<file path="config.mk">
export PLATFORM = sky130hd
export DESIGN_NAME = softsw_status_tx
export DESIGN_NICKNAME = d
export VERILOG_FILES = /design/src/rtl/softsw_pkg.sv /design/src/rtl/softsw_status_tx_rr_pick.sv /design/src/rtl/softsw_status_tx.sv
export SDC_FILE = /design/constraint.sdc
export NUM_CORES = 1
export LEC_CHECK = 0
export ABC_CLOCK_PERIOD_IN_PS = 6100
export CAP_MARGIN = 0
export CELL_PAD_IN_SITES_DETAIL_PLACEMENT = 0
export CELL_PAD_IN_SITES_GLOBAL_PLACEMENT = 1
export CORE_MARGIN = 2
export CORE_UTILIZATION = 35
export DETAILED_ROUTE_END_ITERATION = 16
export PLACE_DENSITY = 0.67
export SLEW_MARGIN = 25
export SYNTH_ARGS = -nofsm -noshare
export SYNTH_HDL_FRONTEND = slang
export SYNTH_SLANG_ARGS = --single-unit
</file>
<file path="constraint.sdc">
create_clock -name clk -period 6.1 [get_ports clk]
set_input_delay 1.22 -clock clk [delete_from_list [all_inputs] [get_ports clk]]
set_output_delay 1.22 -clock clk [all_outputs]
set_load 0.01 [all_outputs]
</file>
<file path="src/rtl/softsw_pkg.sv">
// softsw_pkg
// Soft-switch field map shared by the MCU command-decode side and the
// status-report side, so both directions agree on one index/width table.
// Words on the wire are {index[7:0], value[7:0]}, value zero-extended.
package softsw_pkg;

  localparam int NUM_FIELDS = 14;
  localparam int IDX_W      = 8;
  localparam int VAL_W      = 8;

  // Field indices
  localparam logic [IDX_W-1:0] IDX_ROM_BANK      = 8'h00;
  localparam logic [IDX_W-1:0] IDX_TURBOFDC      = 8'h01;
  localparam logic [IDX_W-1:0] IDX_COVOX_EN      = 8'h02;
  localparam logic [IDX_W-1:0] IDX_PSG_MIX       = 8'h03;
  localparam logic [IDX_W-1:0] IDX_PSG_TYPE      = 8'h04;
  localparam logic [IDX_W-1:0] IDX_VIDEO_15KHZ   = 8'h05;
  localparam logic [IDX_W-1:0] IDX_TURBO         = 8'h06;
  localparam logic [IDX_W-1:0] IDX_SWAP_FDD      = 8'h07;
  localparam logic [IDX_W-1:0] IDX_JOY_TYPE      = 8'h08;
  localparam logic [IDX_W-1:0] IDX_NEMOIDE_EN    = 8'h09;
  localparam logic [IDX_W-1:0] IDX_KEYBOARD_TYPE = 8'h0A;
  localparam logic [IDX_W-1:0] IDX_PAUSE         = 8'h0B;
  localparam logic [IDX_W-1:0] IDX_NMI           = 8'h0C;
  localparam logic [IDX_W-1:0] IDX_SYS_RESET     = 8'h0D;

  // Field widths in bits
  localparam int W_ROM_BANK      = 2;
  localparam int W_TURBOFDC      = 1;
  localparam int W_COVOX_EN      = 1;
  localparam int W_PSG_MIX       = 2;
  localparam int W_PSG_TYPE      = 1;
  localparam int W_VIDEO_15KHZ   = 1;
  localparam int W_TURBO         = 2;
  localparam int W_SWAP_FDD      = 1;
  localparam int W_JOY_TYPE      = 3;
  localparam int W_NEMOIDE_EN    = 1;
  localparam int W_KEYBOARD_TYPE = 1;
  localparam int W_PAUSE         = 1;
  localparam int W_NMI           = 1;
  localparam int W_SYS_RESET     = 1;

  typedef enum logic [1:0] {
    ST_IDLE = 2'd0,
    ST_SEND = 2'd1,
    ST_GAP  = 2'd2
  } tx_state_e;

  function automatic logic [IDX_W+VAL_W-1:0] make_word(input logic [IDX_W-1:0] idx,
                                                       input logic [VAL_W-1:0] val);
    return {idx, val};
  endfunction

endpackage

</file>
<file path="src/rtl/softsw_status_tx_rr_pick.sv">
// rr_pick
// Combinational round-robin picker. Returns the first set bit of i_pending
// searching i_ptr+1, i_ptr+2, ... with wrap from N-1 to 0 (i_ptr itself is
// checked last).
// Ports:
//   i_pending  N     request vector
//   i_ptr      IW    last granted index (must be < N)
//   o_any      1     at least one request set
//   o_idx      IW    granted index (0 when o_any is low)
module rr_pick
  import softsw_pkg::*;
#(
  parameter int N  = NUM_FIELDS,
  parameter int IW = $clog2(N)
) (
  input  logic [N-1:0]  i_pending,
  input  logic [IW-1:0] i_ptr,
  output logic          o_any,
  output logic [IW-1:0] o_idx
);

  localparam logic [IW:0] N_EXT = (IW+1)'(N);

  logic [IW-1:0] w_cand [N];
  logic [N-1:0]  w_hit;

  // Candidate gi is the index at distance gi+1 after the pointer. One extra
  // bit on the sum keeps ptr+offset (< 2N) from overflowing before the wrap.
  for (genvar gi = 0; gi < N; gi++) begin : g_cand
    logic [IW:0] w_sum;
    assign w_sum       = {1'b0, i_ptr} + (IW+1)'(gi + 1);
    assign w_cand[gi]  = (w_sum >= N_EXT) ? IW'(w_sum - N_EXT) : w_sum[IW-1:0];
    assign w_hit[gi]   = i_pending[w_cand[gi]];
  end

  assign o_any = |i_pending;

  // Walk from the farthest candidate to the nearest so the nearest hit wins.
  always_comb begin
    o_idx = '0;
    for (int k = N - 1; k >= 0; k--) begin
      if (w_hit[k]) begin
        o_idx = w_cand[k];
      end
    end
  end

endmodule

</file>
<file path="src/rtl/softsw_status_tx.sv">
// softsw_status_tx
// Reports FPGA-side soft-switch state to the MCU as 16-bit words
// {index, value}. Every field is snapshotted each cycle; a difference marks
// the field pending. Pending fields are sent one per word, round-robin, over
// a valid/ready handshake. A resync pulse marks every field pending.
// Ports:
//   clk, reset              clock, synchronous active-high reset
//   rom_bank..sys_reset     the 14 watched fields (indices 0x00..0x0D)
//   resync                  single-cycle pulse: dump all fields
//   tx_data/tx_valid        outgoing word and its valid flag
//   tx_ready                consumer accepts on tx_valid && tx_ready
// Parameter HOLDOFF: idle cycles forced after each accepted word.
module softsw_status_tx
  import softsw_pkg::*;
#(
  parameter int HOLDOFF = 0
) (
  input  logic        clk,
  input  logic        reset,
  input  logic [1:0]  rom_bank,
  input  logic        turbofdc,
  input  logic        covox_en,
  input  logic [1:0]  psg_mix,
  input  logic        psg_type,
  input  logic        video_15khz,
  input  logic [1:0]  turbo,
  input  logic        swap_fdd,
  input  logic [2:0]  joy_type,
  input  logic        nemoide_en,
  input  logic        keyboard_type,
  input  logic        pause,
  input  logic        nmi,
  input  logic        sys_reset,
  input  logic        resync,
  output logic [15:0] tx_data,
  output logic        tx_valid,
  input  logic        tx_ready
);

  localparam int IW    = $clog2(NUM_FIELDS);
  localparam int GAP_W = (HOLDOFF > 1) ? $clog2(HOLDOFF) : 1;

  logic [VAL_W-1:0]      w_field_val [NUM_FIELDS];
  logic [VAL_W-1:0]      r_snap      [NUM_FIELDS];
  logic [NUM_FIELDS-1:0] r_pending;
  logic [NUM_FIELDS-1:0] w_change;
  logic [NUM_FIELDS-1:0] w_set;
  logic [NUM_FIELDS-1:0] w_clr;
  logic [IW-1:0]         r_rr_ptr;
  logic [IW-1:0]         w_pick_idx;
  logic                  w_pick_any;
  tx_state_e             r_state;
  tx_state_e             w_state_next;
  logic [GAP_W-1:0]      r_gap;
  logic [GAP_W-1:0]      w_gap_next;
  logic                  w_load;
  logic                  w_valid_next;
  logic                  r_tx_valid;
  logic [15:0]           r_tx_data;

  // Field values in index order, zero-extended to the 8-bit value field.
  assign w_field_val = '{
    VAL_W'(rom_bank), VAL_W'(turbofdc), VAL_W'(covox_en), VAL_W'(psg_mix),
    VAL_W'(psg_type), VAL_W'(video_15khz), VAL_W'(turbo), VAL_W'(swap_fdd),
    VAL_W'(joy_type), VAL_W'(nemoide_en), VAL_W'(keyboard_type), VAL_W'(pause),
    VAL_W'(nmi), VAL_W'(sys_reset)
  };

  for (genvar gi = 0; gi < NUM_FIELDS; gi++) begin : g_field
    assign w_change[gi] = (w_field_val[gi] != r_snap[gi]);
    assign w_set[gi]    = w_change[gi] | resync;
    assign w_clr[gi]    = w_load && (w_pick_idx == IW'(gi));

    // The snapshot tracks the input with one cycle of delay; the reset load
    // and the normal update are the same assignment.
    always_ff @(posedge clk) begin
      r_snap[gi] <= w_field_val[gi];
    end
  end

  rr_pick #(
    .N  (NUM_FIELDS),
    .IW (IW)
  ) u_rr_pick (
    .i_pending (r_pending),
    .i_ptr     (r_rr_ptr),
    .o_any     (w_pick_any),
    .o_idx     (w_pick_idx)
  );

  always_comb begin
    w_state_next = r_state;
    w_gap_next   = r_gap;
    w_valid_next = r_tx_valid;
    w_load       = 1'b0;
    case (r_state)
      ST_IDLE: begin
        if (w_pick_any) begin
          w_load       = 1'b1;
          w_valid_next = 1'b1;
          w_state_next = ST_SEND;
        end
      end
      ST_SEND: begin
        if (tx_ready) begin
          w_valid_next = 1'b0;
          if (HOLDOFF == 0) begin
            w_state_next = ST_IDLE;
          end else begin
            w_gap_next   = GAP_W'((HOLDOFF > 0) ? HOLDOFF - 1 : 0);
            w_state_next = ST_GAP;
          end
        end
      end
      ST_GAP: begin
        if (r_gap == '0) begin
          w_state_next = ST_IDLE;
        end else begin
          w_gap_next = r_gap - 1'b1;
        end
      end
      default: begin
        w_state_next = ST_IDLE;
        w_valid_next = 1'b0;
      end
    endcase
  end

  always_ff @(posedge clk) begin
    if (reset) begin
      r_pending  <= '1;
      r_rr_ptr   <= IW'(NUM_FIELDS - 1);
      r_state    <= ST_IDLE;
      r_gap      <= '0;
      r_tx_valid <= 1'b0;
      r_tx_data  <= '0;
    end else begin
      // A set on the load edge wins, so a field that changes while being
      // loaded is reported again with its newer value.
      r_pending  <= (r_pending & ~w_clr) | w_set;
      r_state    <= w_state_next;
      r_gap      <= w_gap_next;
      r_tx_valid <= w_valid_next;
      if (w_load) begin
        r_tx_data <= make_word(IDX_W'(w_pick_idx), r_snap[w_pick_idx]);
        r_rr_ptr  <= w_pick_idx;
      end
    end
  end

  assign tx_data  = r_tx_data;
  assign tx_valid = r_tx_valid;

endmodule

</file>
Yosys cells after proc, flatten, opt, wreduce, memory -nomap -nowiden:

Memory sizes are Yosys's and may differ from the RTL's. A register that Yosys moved wholly into a read port is not among the register bits.
Index checks and enable logic that the tools add are counted.

* register bits: 34
* bits in writable memories: 42
* input port bits: 23
* output and inout port bits: 17
* logic and storage cells: 199
* memories kept: 1

* add/subtract/negate cells: 29
* magnitude comparators: 28
* equal/unequal tests: 32
* multiplexer cells: 66
* bitwise operators: 18
* reductions and logical operators: 19

Memory list
* r_snap: depth 14, width 3, rd ports 15, clocked after memory_dff 1, write ports 14, RTL line softsw_status_tx.sv:44 `logic [VAL_W-1:0] r_snap [NUM_FIELDS];`

Operators with widths (number)
* two-way mux 4 bit: 28
* != test 1 x 8 -> 1 bit: 10
* >= comparator 5 x 4 -> 1 bit (second input constant): 14
* < comparator 4 x 5 -> 1 bit (second input constant): 14
* binary-select mux 1 bit (select 4 bit): 14
* subtractor 4 bit (second input constant): 14
* adder 4 x 4 -> 5 bit (second input constant): 7
* equality test 4 bit (second input constant): 6
* != test 2 x 8 -> 1 bit: 3
* adder 4 x 3 -> 5 bit (second input constant): 4
* two-way mux 1 bit: 19
* equality test 4 x 3 -> 1 bit (second input constant): 4
* AND 14 bit: 1
* logical AND 1 bit: 14
* NOT 14 bit: 1
* OR 1 bit: 14
* OR 14 bit: 1
* OR reduction 14 bit: 1
* adder 4 x 2 -> 5 bit (second input constant): 2
* equality test 4 x 2 -> 1 bit (second input constant): 2
* != test 3 x 8 -> 1 bit: 1
* two-way mux 2 bit: 3
* case mux 2 bit (3 select lines): 1
* AND reduction 3 bit: 2
* other kinds (11): 12

Depth between registers and ports, before layout:

* depth after elaboration: 24
* gate-level depth with buffers: 24
* depth with buffers taken out: 18

Cells and area by module:

A second synthesis with hierarchy kept.

* cell total of the unflattened synthesis: 743
* area total of the unflattened synthesis: 5884.4 um^2

By module, submodules not included
* rr_pick: instances 1, cells each 580, area an instance 4217.8 um^2, sequential area each 0.0 um^2
* softsw_status_tx: instances 1, cells each 163, area an instance 1666.6 um^2, sequential area each 880.8 um^2

Least setup slack after synthesis:

OpenSTA, ideal clock, no wires.

* path type: reg-to-reg
* start point: register r_rr_ptr[0]
* end point: register r_tx_data[0] (netlist: tx_data[0]), read port of r_snap
* library setup time: 0.076 ns
* arrival: 5.059 ns
* required time: 6.024 ns
* setup slack: 0.965 ns
* stages on the path, launching flop included: 23
* path buffers: 6
* period minus slack after synthesis: 5.135 ns
* cell sequence: dfxtp_1 buf_6 buf_6 buf_4 buf_4 clkinv_1 ha_1 buf_2 inv_2 buf_1 ha_1 a311oi_1 a21oi_2 mux2_2 o21a_1 a211oi_1 o31ai_1 a21boi_1 nor2_1 or2_2 a41oi_1 a32oi_1 o22ai_1

* longest elaborated chain between the ends: 19
* elaborated cells on any way between the ends: 98
* those cells by class: add/sub: 28; order compare: 14; mux: 56

RTL lines
* start: declaration: RTL line softsw_status_tx.sv:49 `logic [IW-1:0] r_rr_ptr;`
* start signal: assignment: RTL line softsw_status_tx.sv:132 `r_rr_ptr <= IW'(NUM_FIELDS - 1);`
* start signal: assignment: RTL line softsw_status_tx.sv:146 `r_rr_ptr <= w_pick_idx;`
* adder 4 x 4 -> 5 bit: RTL line softsw_status_tx_rr_pick.sv:31 `assign w_sum = {1'b0, i_ptr} + (IW+1)'(gi + 1);`
* subtractor 4 bit or >= comparator 5 x 4 -> 1 bit (tied branches): RTL line softsw_status_tx_rr_pick.sv:32 `assign w_cand[gi] = (w_sum >= N_EXT) ? IW'(w_sum - N_EXT) : w_sum[IW-1:0];`
* two-way mux 4 bit: RTL line softsw_status_tx_rr_pick.sv:32
* binary-select mux 1 bit (select 4 bit): RTL line softsw_status_tx_rr_pick.sv:33 `assign w_hit[gi] = i_pending[w_cand[gi]];`
* two-way mux 1 bit (implied by the code): RTL line softsw_status_tx_rr_pick.sv:33
* two-way mux 4 bit (13 in series): RTL line softsw_status_tx_rr_pick.sv:42 `if (w_hit[k]) begin`
* two-way mux 4 bit *: RTL line softsw_status_tx_rr_pick.sv:42
* end: declaration: RTL line softsw_status_tx.sv:59 `logic [15:0] r_tx_data;`

Every way passes the cells marked *; elsewhere a longest branch is shown, timed or not. The select of a mux whose other input is x is not followed.
A chain may end at the register's enable or synchronous reset.

Worst setup path in the final report:

Ends and elaborated chain as after synthesis.

==> results.json <==
{
  "wl_met3_mm": 1.43,
  "reg2reg_depth": 16,
  "syn_area_um2": 6160,
  "skew_ns": 0.00749,
  "grt_max_degree": 47,
  "fmax_mhz": 186,
  "numCtsBuffers": 5,
  "status": "finished clean",
  "netlist_instances": 756,
  "synthArstFlopShare": 0,
  "hpwlAfterDp_mm": 17.2,
  "hold_viol_final": 0,
  "antenna_left": 0,
  "dieArea_um2": 18700,
  "finalNonFillerCells": 995,
  "min_period_ns": 5.39,
  "gp_congestion": 0.973,
  "final_core_util": 0.392,
  "ys_types": 102,
  "final_common_cell": "mux2i_1",
  "drv_slew": 0,
  "finalCritPeriodShare": 0.884,
  "path_max_fanout": 12,
  "core_um2": 17200,
  "tightest_slew_ns": 0.919,
  "worst_ep_arrival_time_ns": 5.60,
  "fill_cells": 1765,
  "criticalPathCategory": "reg -> reg",
  "hp-class": "reg -> reg",
  "slew_headroom": 0.370,
  "die_h_um": 137,
  "antenna_found_initial": 0,
  "min_from": "tx_data[2]",
  "cts_root_buffer": "clkbuf_16",
  "cts_hold_buf": 0,
  "wl_met1_mm": 9.57,
  "initial_core_util": 0.357,
  "grt_pass1_wl_mm": 34.2,
  "cap_violations": 0,
  "wirelength_mm": 22.4,
  "r2r_end": "tx_data[0]",
  "min_to": "tx_data[2]",
  "timing.rr.start": "r_rr_ptr[0]",
  "required_ns": 6.31,
  "synth_ff_type": "dfxtp_1",
  "dr.pass1.iters": 5,
  "num-nets-final": 814,
  "synth_edf_count": 0,
  "setup_slack_ns": 0.710,
  "cts-resized-gates": 0,
  "routed.top_layer": "met4",
  "numClockSinks": 44,
  "setup_viol_count_final": 0,
  "die_w_um": 137,
  "ys_seq_elements": 44,
  "post-cts-setup-buffer-count": 0,
  "cts_max_level": 2,
  "clk_pin_slew_worst_paths_ns": 0.06,
  "rsz0062_at_grt": "false",
  "cts_tree": "yes",
  "drt_iter0_markers": 487,
  "via_count": 6176,
  "n_antenna_cell": 0,
  "drive_gt1_frac": 0.140,
  "port_buffers": 30,
  "final_cell_mix": "mux2i_1, nor2_1, a21oi_1",
  "grt_pass1_vias": 5971,
  "syn_to_final_growth_pct": 9.73,
  "post-place-ws_ns": 0.826,
  "grt_overflow": 0,
  "vias_per_cell": 6.21,
  "clockBufferDepth": 2,
  "synth_area_per_cell_um2": 8.14,
  "min_path_cells": 2,
  "io_pins": 40,
  "dp.cells": 987,
  "startpoint_type": "flop",
  "ys_seq_area_frac": 0.143,
  "ys_warn_count": 0,
  "placementRows": 48,
  "critPathCaptureType": "flop",
  "reg2reg_slack_ns": 0.71,
  "wl_met2_mm": 10.7,
  "drc": 0,
  "finalSetupTns_ns": 0,
  "grt_use_total": 0.240,
  "clk_latency_ns": 0.29,
  "wl_per_cell_um": 22.5
}
-- synthesized netlist by cell type, drive strengths merged, types with 14 or more instances --
cell type,n,area share
dfxtp,44,0.14
nor2,51,0.032
mux2i,60,0.10
ha,21,0.043
nand2b,15,0.016
mux2,24,0.045
a21o,14,0.017
buf,42,0.047
inv,25,0.016
nand3,22,0.018
a21oi,51,0.045
xnor2,35,0.052
nor3,17,0.016
nand2,43,0.026
o21ai,52,0.043
-- cells by family (layout without fill, tap and decap cells) --
logic type,after synthesis,after routing,synth area share
compound gates,258,258,0.302
simple gates,219,219,0.191
mux,94,94,0.181
buf+inv,77,83,0.0689
flops,44,44,0.143
xor+xnor,41,41,0.0669
fa+ha+maj,22,22,0.0459
other cells,1,9,0.000609
-- through the flow --
stage,hold WS (ns),instance area [µm²]
final,0.463,6760
after global routing,0.488,6760
after CTS,0.471,6760
after detailed placement,0.461,6590
after global placement,0.450,6590
after floorplan,0.476,6190
-- critical path, stage by stage (launching register included) --
cell       delay [ns]
dfxtp_2          0.34
clkinv_1         0.34
ha_1             0.80
ha_1             0.45
a21boi_0         0.47
a311oi_2         0.15
xnor2_2          0.27
mux2i_1          0.25
o221ai_1         0.23
a221oi_1         0.37
o2111ai_1        0.17
a31oi_1          0.26
o21a_1           0.47
and4bb_1         0.26
o21ai_1          0.15
a32oi_1          0.12
o22ai_1          0.17
-- metal layers --
metal	GRT usage	vias up
met5	0	-
met4	0.0880	0
met3	0.0189	41
met2	0.413	271
met1	0.314	2979
li1	-	2885
-- registers in the layout, summed over array words and instances, names as in the netlist --
signal     flops
r_pending     14
r_rr_ptr       4
r_snap        19
tx_data        6
tx_valid       1
-- worst max path at each step --
stage	endpoint	startpoint	cells after the start
floorplan	tx_data[0]	r_rr_ptr[0]	22
global placement	tx_data[0]	r_rr_ptr[1]	16
detailed placement	tx_data[0]	r_rr_ptr[0]	16
CTS	tx_data[0]	r_rr_ptr[0]	16
global route	tx_data[0]	r_rr_ptr[0]	16
finish	tx_data[0]	r_rr_ptr[0]	16
-- layout make-up --
| class | count | area (µm²) | share of cell area |
|---|---|---|---|
| multi-input combinational | 643 | 4880 | 0.723 |
| tap | 225 | 282 | 0.0417 |
| sequential | 44 | 882 | 0.131 |
| timing repair buffer | 49 | 443 | 0.0656 |
| inverter | 26 | 100 | 0.0148 |
| clock buffer | 5 | 125 | 0.0185 |
| clock inverter | 3 | 42.5 | 0.00630 |
Power is not shown: default switching activity piles up to over one toggle a cycle in this logic, so the estimate is an artifact.
